File: config.mk
export PLATFORM = sky130hd
export DESIGN_NAME = ascii_decimal_tx
export DESIGN_NICKNAME = d
export VERILOG_FILES = /design/src/rtl/ascii_decimal_tx.sv
export SDC_FILE = /design/constraint.sdc
export NUM_CORES = 1
export LEC_CHECK = 0
export CAP_MARGIN = 15
export CELL_PAD_IN_SITES_DETAIL_PLACEMENT = 0
export CELL_PAD_IN_SITES_GLOBAL_PLACEMENT = 1
export CORE_MARGIN = 2
export CORE_UTILIZATION = 46
export DETAILED_ROUTE_END_ITERATION = 8
export HOLD_SLACK_MARGIN = 0.02
export PLACE_DENSITY_LB_ADDON = 0.1
export SLEW_MARGIN = 20
export SYNTH_ARGS = -nofsm -noshare
export SYNTH_HDL_FRONTEND = slang
export SYNTH_SLANG_ARGS = --single-unit
File: constraint.sdc
create_clock -name clk -period 6.6 [get_ports clk]
set_clock_uncertainty 0.05 [all_clocks]
set_input_delay 1.32 -clock clk [delete_from_list [all_inputs] [get_ports clk]]
set_output_delay 1.32 -clock clk [all_outputs]
set_load 0.01 [all_outputs]
File: src/rtl/ascii_decimal_tx.sv
// ascii_decimal_tx
//   Converts one unsigned binary word into decimal ASCII text for the UART
//   transmitter. The conversion is sequential shift-add-3 (double-dabble).
//   Leading zeros are suppressed, although a lone '0' is always kept.
//   The digits are then sent MSD first over a valid/ready byte handshake.
//   An optional terminator byte follows the last digit.
//
// Ports
//   clk       system clock, rising edge
//   reset     synchronous, active-high; aborts any sequence in progress
//   start     request, honoured only while idle
//   value     unsigned word captured together with an accepted start
//   busy      high while a sequence is in progress (not in the done cycle)
//   tx_data   ASCII byte offered to the transmitter
//   tx_valid  tx_data is valid; held until the transmitter takes it
//   tx_ready  transmitter accepts the byte on this edge
//   done      one-cycle pulse after the final byte has been accepted
module ascii_decimal_tx #(
  parameter int         DATA_WIDTH = 32,
  parameter int         DIGITS     = 10,
  parameter bit         TERM_EN    = 1'b1,
  parameter logic [7:0] TERM_CHAR  = 8'd13
) (
  input  logic                  clk,
  input  logic                  reset,
  input  logic                  start,
  input  logic [DATA_WIDTH-1:0] value,
  output logic                  busy,
  output logic [7:0]            tx_data,
  output logic                  tx_valid,
  input  logic                  tx_ready,
  output logic                  done
);

  localparam int BCD_W = 4 * DIGITS;
  localparam int CNT_W = $clog2(DIGITS + 1);
  localparam int BIT_W = $clog2(DATA_WIDTH + 1);
  localparam logic [BIT_W-1:0] LAST_BIT   = BIT_W'(DATA_WIDTH - 1);
  localparam logic [CNT_W-1:0] DIGITS_CNT = CNT_W'(DIGITS);
  localparam logic [CNT_W-1:0] ONE_CNT    = CNT_W'(1);

  typedef enum logic [2:0] {
    S_IDLE,
    S_CONVERT,
    S_SKIP,
    S_SEND,
    S_TERM,
    S_DONE
  } state_t;

  state_t               state, state_nxt;
  logic [BCD_W-1:0]      bcd, bcd_nxt;
  logic [DATA_WIDTH-1:0] shreg, shreg_nxt;
  logic [CNT_W-1:0]      digit_cnt, digit_cnt_nxt;
  logic [BIT_W-1:0]      bit_cnt, bit_cnt_nxt;
  logic [7:0]            tx_data_nxt;
  logic                  xfer;

  // Add 3 to every BCD digit >= 5, so that the following left shift
  // carries correctly into the next decimal digit.
  function automatic logic [BCD_W-1:0] dabble_adjust(input logic [BCD_W-1:0] b);
    logic [BCD_W-1:0] r;
    for (int i = 0; i < DIGITS; i++) begin
      r[4*i +: 4] = (b[4*i +: 4] >= 4'd5) ? (b[4*i +: 4] + 4'd3) : b[4*i +: 4];
    end
    return r;
  endfunction

  function automatic logic [7:0] ascii_digit(input logic [3:0] nib);
    return 8'd48 + {4'd0, nib};
  endfunction

  // tx_valid is registered and is high exactly while in SEND/TERM.
  assign xfer = tx_valid && tx_ready;

  always_comb begin
    state_nxt     = state;
    bcd_nxt       = bcd;
    shreg_nxt     = shreg;
    digit_cnt_nxt = digit_cnt;
    bit_cnt_nxt   = bit_cnt;
    tx_data_nxt   = 8'd0;

    case (state)
      S_IDLE: begin
        if (start) begin
          shreg_nxt     = value;
          bcd_nxt       = '0;
          digit_cnt_nxt = DIGITS_CNT;
          bit_cnt_nxt   = '0;
          state_nxt     = S_CONVERT;
        end
      end
      S_CONVERT: begin
        {bcd_nxt, shreg_nxt} = {dabble_adjust(bcd), shreg} << 1;
        bit_cnt_nxt = bit_cnt + BIT_W'(1);
        if (bit_cnt == LAST_BIT) begin
          state_nxt = S_SKIP;
        end
      end
      S_SKIP: begin
        // Drop one leading zero per cycle, but keep at least one digit.
        if ((bcd[BCD_W-1 -: 4] == 4'd0) && (digit_cnt > ONE_CNT)) begin
          bcd_nxt       = bcd << 4;
          digit_cnt_nxt = digit_cnt - ONE_CNT;
        end else begin
          state_nxt = S_SEND;
        end
      end
      S_SEND: begin
        if (xfer) begin
          bcd_nxt       = bcd << 4;
          digit_cnt_nxt = digit_cnt - ONE_CNT;
          if (digit_cnt == ONE_CNT) begin
            state_nxt = TERM_EN ? S_TERM : S_DONE;
          end
        end
      end
      S_TERM: begin
        if (xfer) begin
          state_nxt = S_DONE;
        end
      end
      S_DONE: begin
        state_nxt = S_IDLE;
      end
      default: begin
        state_nxt = S_IDLE;
      end
    endcase

    // Outputs are registered from the next state, so the byte shown in SEND is
    // the top digit of the BCD register as it will stand after this edge.
    if (state_nxt == S_SEND) begin
      tx_data_nxt = ascii_digit(bcd_nxt[BCD_W-1 -: 4]);
    end else if (state_nxt == S_TERM) begin
      tx_data_nxt = TERM_CHAR;
    end
  end

  always_ff @(posedge clk) begin
    if (reset) begin
      state     <= S_IDLE;
      bcd       <= '0;
      shreg     <= '0;
      digit_cnt <= '0;
      bit_cnt   <= '0;
      busy      <= 1'b0;
      tx_valid  <= 1'b0;
      tx_data   <= 8'd0;
      done      <= 1'b0;
    end else begin
      state     <= state_nxt;
      bcd       <= bcd_nxt;
      shreg     <= shreg_nxt;
      digit_cnt <= digit_cnt_nxt;
      bit_cnt   <= bit_cnt_nxt;
      busy      <= (state_nxt == S_CONVERT) || (state_nxt == S_SKIP) ||
                   (state_nxt == S_SEND)    || (state_nxt == S_TERM);
      tx_valid  <= (state_nxt == S_SEND) || (state_nxt == S_TERM);
      tx_data   <= tx_data_nxt;
      done      <= (state_nxt == S_DONE);
    end
  end

endmodule
==> results of run 1 <==
per-layer routing:
metal | GRT usage, % | up-vias | share of wire [%]
met3 | 3.12 | 16 | 3.0
met1 | 25.9 | 1927 | 49
met4 | 8.00 | 0 | 1.9
met5 | 0 | - | 0
met2 | 32.8 | 58 | 46
li1 | - | 2035 | -
critical path: cells and delay by family:
family / cells / cell delay (ns)
AOI/OAI and AO/OA: 3 / 1.36
buffers and inverters: 1 / 0.51
and+or+nand+nor: 1 / 0.19
power groups by stage:
stage	sequential, W	combinational [W]	clock [W]
final	0.000596	0.000121	0.000426
after floorplan	0.000604	0.0000814	0
after detailed placement	0.000608	0.000122	0
after global routing	0.000598	0.000136	0.000462
after CTS	0.000595	0.000123	0.000440
after global placement	0.000608	0.000121	0
through the flow:
step	setup slack [ns]	utilization [%]	area [um^2]	std cells
final	3.44	54.4	5340	701
after detailed placement	3.06	52.2	5120	686
after floorplan	4.08	-	4670	545
after CTS	3.44	54.4	5340	701
after global placement	3.07	52.2	5120	686
after global routing	3.17	54.4	5340	701
Yosys cell counts, types with 3 or more instances:
cell type / count
a211oi_1: 4
a21oi_1: 63
a221oi_1: 6
a222oi_1: 17
a22oi_1: 10
a32oi_1: 8
and3_1: 3
buf_2: 7
buf_4: 4
buf_6: 4
clkbuf_1: 26
dfxtp_1: 93
ha_1: 24
inv_1: 27
mux2i_1: 10
nand2_1: 49
nand2b_1: 18
nand3_1: 6
nor2_1: 43
nor3_1: 16
o211ai_1: 3
o21ai_0: 24
o21ai_1: 3
o221ai_1: 31
o311ai_0: 3
xnor2_1: 13
worst paths after layout:
check,start,endpoint,slack (ns),cells after the start
worst max-delay path,tx_ready,tx_data[2],3.44,5
worst min-delay path,shreg[14],shreg[14],0.41,2
worst max register to register,bcd[36],tx_data[2],3.82,7
worst min register to register,shreg[14],shreg[14],0.41,2
area by class of cell:
class	count	area, um^2
timing repair buffer	49	473
fill	965	4480
inverter	27	101
multi-input combinational	384	2520
clock inverter	6	95.1
tap	133	166
clock buffer	9	124
sequential	93	1860
flip-flops by register name, summed over array words and instances (netlist names):
name       cells
bcd           40
bit_cnt        6
busy           1
digit_cnt      4
done           1
shreg         32
state          3
tx_data        5
tx_valid       1
kinds of logic (layout without fill, tap and decap cells):
| group | Yosys count | after routing | share of synthesized area (%) |
|---|---|---|---|
| compound gates | 184 | 184 | 27.2 |
| simple gates | 151 | 151 | 15.1 |
| flops | 93 | 93 | 39.9 |
| buf+inv | 68 | 91 | 6.62 |
| fa+ha+maj | 24 | 24 | 6.44 |
| xor+xnor | 13 | 13 | 2.44 |
| mux | 10 | 10 | 2.15 |
| other cells | 1 | 2 | 0.0804 |
==> metrics, run 1 <==
H-tree depth=3; antenna cells=0; chip height=105 um; max incr delay on CP=0.88 ns; Switching Share=25.9%; power density cells=roughly 210 nW/um^2; Tightest Pin Transition=between 1 and 1.5 ns; register clock-pin slew on the reported worst setup and hold paths=~0.090 ns; global-route wire length before repair=between 15000 and 20000 um; Final Cycle Share=between 40% and 50%; via-per-instance ratio=5.76; detailed-route DRC error count=0; initial antenna violation count=0; clock sink count=slightly above 90; Post-Syn Instances=approximately 540; # IOs=between 40 and 50; largest net degree at the start of global routing=86; Seq pwr share=roughly 52%; Synth Cell Area=roughly 4700 um^2; crit path launch type=input pin; setup violators final=0; Synth top area share=between 30 and 40%; CTS hold repair buffers=0; most common cell after layout, fill and taps aside=dfxtp_1; dominant cell type by area after synthesis=dfxtp_1; fraction of registers with async set/reset=0%; total CTS buffers=9; DR WL/cell=roughly 15 um; most frequent cells in the layout=dfxtp_1 (93), a21oi_1 (63), nand2_1 (49); Area Growth Syn to Fin=14.5%; fraction of layout cells with a size suffix above 1=under 10%; NumNets Final=624; critical path required time=6.83 ns; drt first pass iters=8; top area cells in the synthesized netlist=dfxtp_1 (40%), a21oi_1 (6.8%), ha_1 (6.4%); Post-DRT Antenna Nets=0; row cnt=36; Pleak=~1.9 nW; later-pin clock latency in the skew report=between 0.3 and 0.4 ns; max-slew violations=0; vias in the first global route=slightly below 4000; critical-path cell list=clkdlybuf4s50_1 -> nand3_1 -> a21oi_4 -> a222oi_1 -> o21ai_0; worst-path fanout max=41; post-CTS setup buffers=0; yosys warns=0; Final min period=~3.2 ns; grt ovf=0; CTS tree=done; Initial Utilization=a little under half; Die ar.=11000 um^2; final number of hold-violating endpoints=0; syn_area_per_cell=about 8.6 um^2; Tot Pwr=~0.0011 W; dpl hpwl=between 6000 and 7000 um; status=finished, final reports clean; clock root buffer=clkbuf_8; number of distinct library cells after synthesis=48; Max stage delay cell, worst path=a21oi_4; Synth Register Bits=between 90 and 100; critical path class=in -> reg; die width=105 um; Gate power share=10.6%; count of input and output buffers=44; clock share of power=a little under two fifths; P_int=between 0.0008 and 0.0009 W; Hold Slack=between 0.4 and 0.5 ns; DR vias=approximately 4000; Post-CTS Resized=0; final wirelength=about 11000 um; Clock Path Buffers=2; Detailed Route Iter0 Violations=303; max cap viols=0; Synth Flop Type=dfxtp_1; Rel. slew slack=about 29%; RSZ-0062 raised after global routing=no; VDD IR max=about 0.087 mV; routability cong.=slightly above 0.8; Seq/Total Area, Yosys=around two fifths; Post-synth EDFFs=0; GRT Util Overall=19.8%; f_max=0.316 GHz; critical path arrival=approximately 3.4 ns; Sw Pwr=0.000296 W; final setup TNS=0 ns; type of the tightest min-delay check=reg -> reg; CP Capture Type=flip-flop; core area=between 9000 and 10000 um^2
(Power assumes the default switching activity.)
==> inputs of run 2 (changes only) <==
CORE_UTILIZATION = 43   (was 46)
clock period = 3.3 ns   (was 6.6 ns; I/O delays follow)
==> run 2 against run 1 <==
Effect of this change: clock power rose by 72%; via count rose by 1.5%; total power rose by 90%; critical endpoint is now tx_data[0].
==> metrics, run 2 (same netlist as run 1, synthesis figures left out) <==
setup violators final=0 (unchanged); global-route wire length before repair=18200 um (+0.50%); clock root buffer=clkbuf_8; Die ar.=11700 um^2 (+6.7%); max cap viols=0 (unchanged); CTS hold repair buffers=0 (unchanged); f_max=around 0.4 GHz; Switching Share=27.8% (+1.9 points); # IOs=47 (unchanged); Post-DRT Antenna Nets=0 (unchanged); Clock Path Buffers=2 (unchanged); Setup crit start=digit_cnt[0]; routability cong.=0.787 (-4.3%); DR vias=4097 (+1.5%); grt ovf=0 (unchanged); dpl hpwl=7050 um (+6.1%); critical path class=reg -> reg; CP Capture Type=flip-flop; Seq pwr share=54.8% (+2.7 points); DR WL/cell=15.2 um (+0.77%); Sw Pwr=0.000603 W (+100%); Final min period=between 2 and 3 ns; Rel. slew slack=34.5% (+5.1 points); Post-CTS Resized=0 (unchanged); Final Cycle Share=77.9%; final core utilization=50.1% (-4.3 points); register clock-pin slew on the reported worst setup and hold paths=0.09 ns (about the same); crit path launch type=flip-flop; vias in the first global route=3828 (-3.0%); RSZ-0062 raised after global routing=no; worst r2r dst=tx_data[0]; H-tree depth=3 (unchanged); GRT Util Overall=19.4% (-0.45 points); Largest Register=bcd; fraction of layout cells with a size suffix above 1=6.43% (+0.98 points); CTS tree=done; VDD IR max=0.191 mV (+120%); status=finished, final reports clean; largest net degree at the start of global routing=43 (-50%); final setup TNS=0 ns (unchanged); clock share of power=33.7% (-3.6 points); NumNets Final=630 (+0.96%); critical path arrival=2.78 ns (-0.62 ns); later-pin clock latency in the skew report=0.38 ns (+0.02 ns); Tightest Pin Transition=0.982 ns (-0.0758 ns); P_int=0.00157 W (+85%); chip height=108 um (+3.3%); Inst Count DP=699 (+1.9%); Critical path destination=tx_data[0]; die width=108 um (+3.3%); worst-path fanout max=20 (-51%); most frequent cells in the layout=dfxtp_1 (93), a21oi_1 (63), nand2_1 (49); max-slew violations=0 (unchanged); clock sink count=93 (unchanged); total CTS buffers=9 (unchanged); reg-to-reg slack, setup=0.73 ns (-3.09 ns); Gate power share=11.5% (+0.9 points); Initial Utilization=43.6% (-3.9 points); count of input and output buffers=44 (unchanged); final number of hold-violating endpoints=0 (unchanged); core area=10700 um^2 (+8.9%); initial antenna violation count=0 (unchanged); row cnt=38 (+5.6%); worst r2r path cells=9 (+2); most common cell after layout, fill and taps aside=dfxtp_1; drt first pass iters=6 (-2); Detailed Route Iter0 Violations=396 (+31%); FF-to-FF Start=digit_cnt[0]; Pleak=1.89 nW (+0.81%); antenna cells=0 (unchanged); largest registers=bcd x40, shreg x32, bit_cnt x6; fin cells=715 (+2.0%); post-CTS setup buffers=0 (unchanged); number of flip-flops under the largest register name=40 (unchanged); Area Growth Syn to Fin=14.9%; type of the tightest min-delay check=reg -> reg; Post-Layout Inst Area=5360 um^2 (+0.33%); final wirelength=10900 um (+2.8%); Hold Slack=0.407 ns (+0.000441 ns); detailed-route DRC error count=0 (unchanged); power density cells=405 nW/um^2 (+89%); via-per-instance ratio=5.73 (-0.48%); critical path required time=3.51 ns (-3.32 ns); Area after DPL=5180 um^2 (+1.1%)
run 2: cell count changes in the layout (fill, tap and decap cells not counted), sizes merged:
cell,change
bufinv,-2
clkinv,+2
buf,+6
clkbuf,+1
run 2: worst min-delay path by stage:
stage / from / to / slack, ns / depth (start not counted)
floorplan: shreg[10] / shreg[10] / 0.38 / 2
global placement: shreg[7] / shreg[7] / 0.39 / 2
detailed placement: shreg[24] / shreg[24] / 0.39 / 2
CTS: shreg[21] / shreg[21] / 0.41 / 2
global route: shreg[24] / shreg[24] / 0.42 / 2
finish: shreg[30] / shreg[30] / 0.41 / 2
run 2: layout make-up:
type / count / area [um^2]
clock buffer: 10 / 138
clock inverter: 6 / 46.3
fill: 1040 / 5340
inverter: 27 / 101
multi-input combinational: 384 / 2520
sequential: 93 / 1860
tap: 140 / 175
timing repair buffer: 55 / 518
run 2: routing by layer:
layer  wire [um]  GRT usage (%)
met1        5270           26.3
met3         403           3.25
met4         170           7.23
met2        5030           30.9
met5           0              0
run 2: through the flow:
| stage | total power (W) | worst slack [ns] |
|---|---|---|
| final | 0.00217 | 0.731 |
| after global placement | 0.00146 | 0.418 |
| after CTS | 0.00221 | 0.736 |
| after floorplan | 0.00137 | 1.20 |
| after global routing | 0.00228 | 0.615 |
| after detailed placement | 0.00147 | 0.405 |
run 2: power by group through the flow:
stage                     logic, W  registers, W  clock network [W]
after CTS                 0.000253       0.00119           0.000766
after floorplan           0.000163       0.00121                  0
after global routing      0.000279       0.00120           0.000803
after detailed placement  0.000252       0.00122                  0
after global placement    0.000249       0.00122                  0
final                     0.000250       0.00119           0.000731
run 2: critical path, stage by stage (launching register included):
cell	delay (ns)
dfxtp_1	0.37
inv_1	0.08
ha_1	0.21
or2_1	0.25
a2111oi_0	0.42
buf_4	0.19
o31ai_4	0.15
buf_4	0.29
a221oi_1	0.34
o21ai_1	0.09
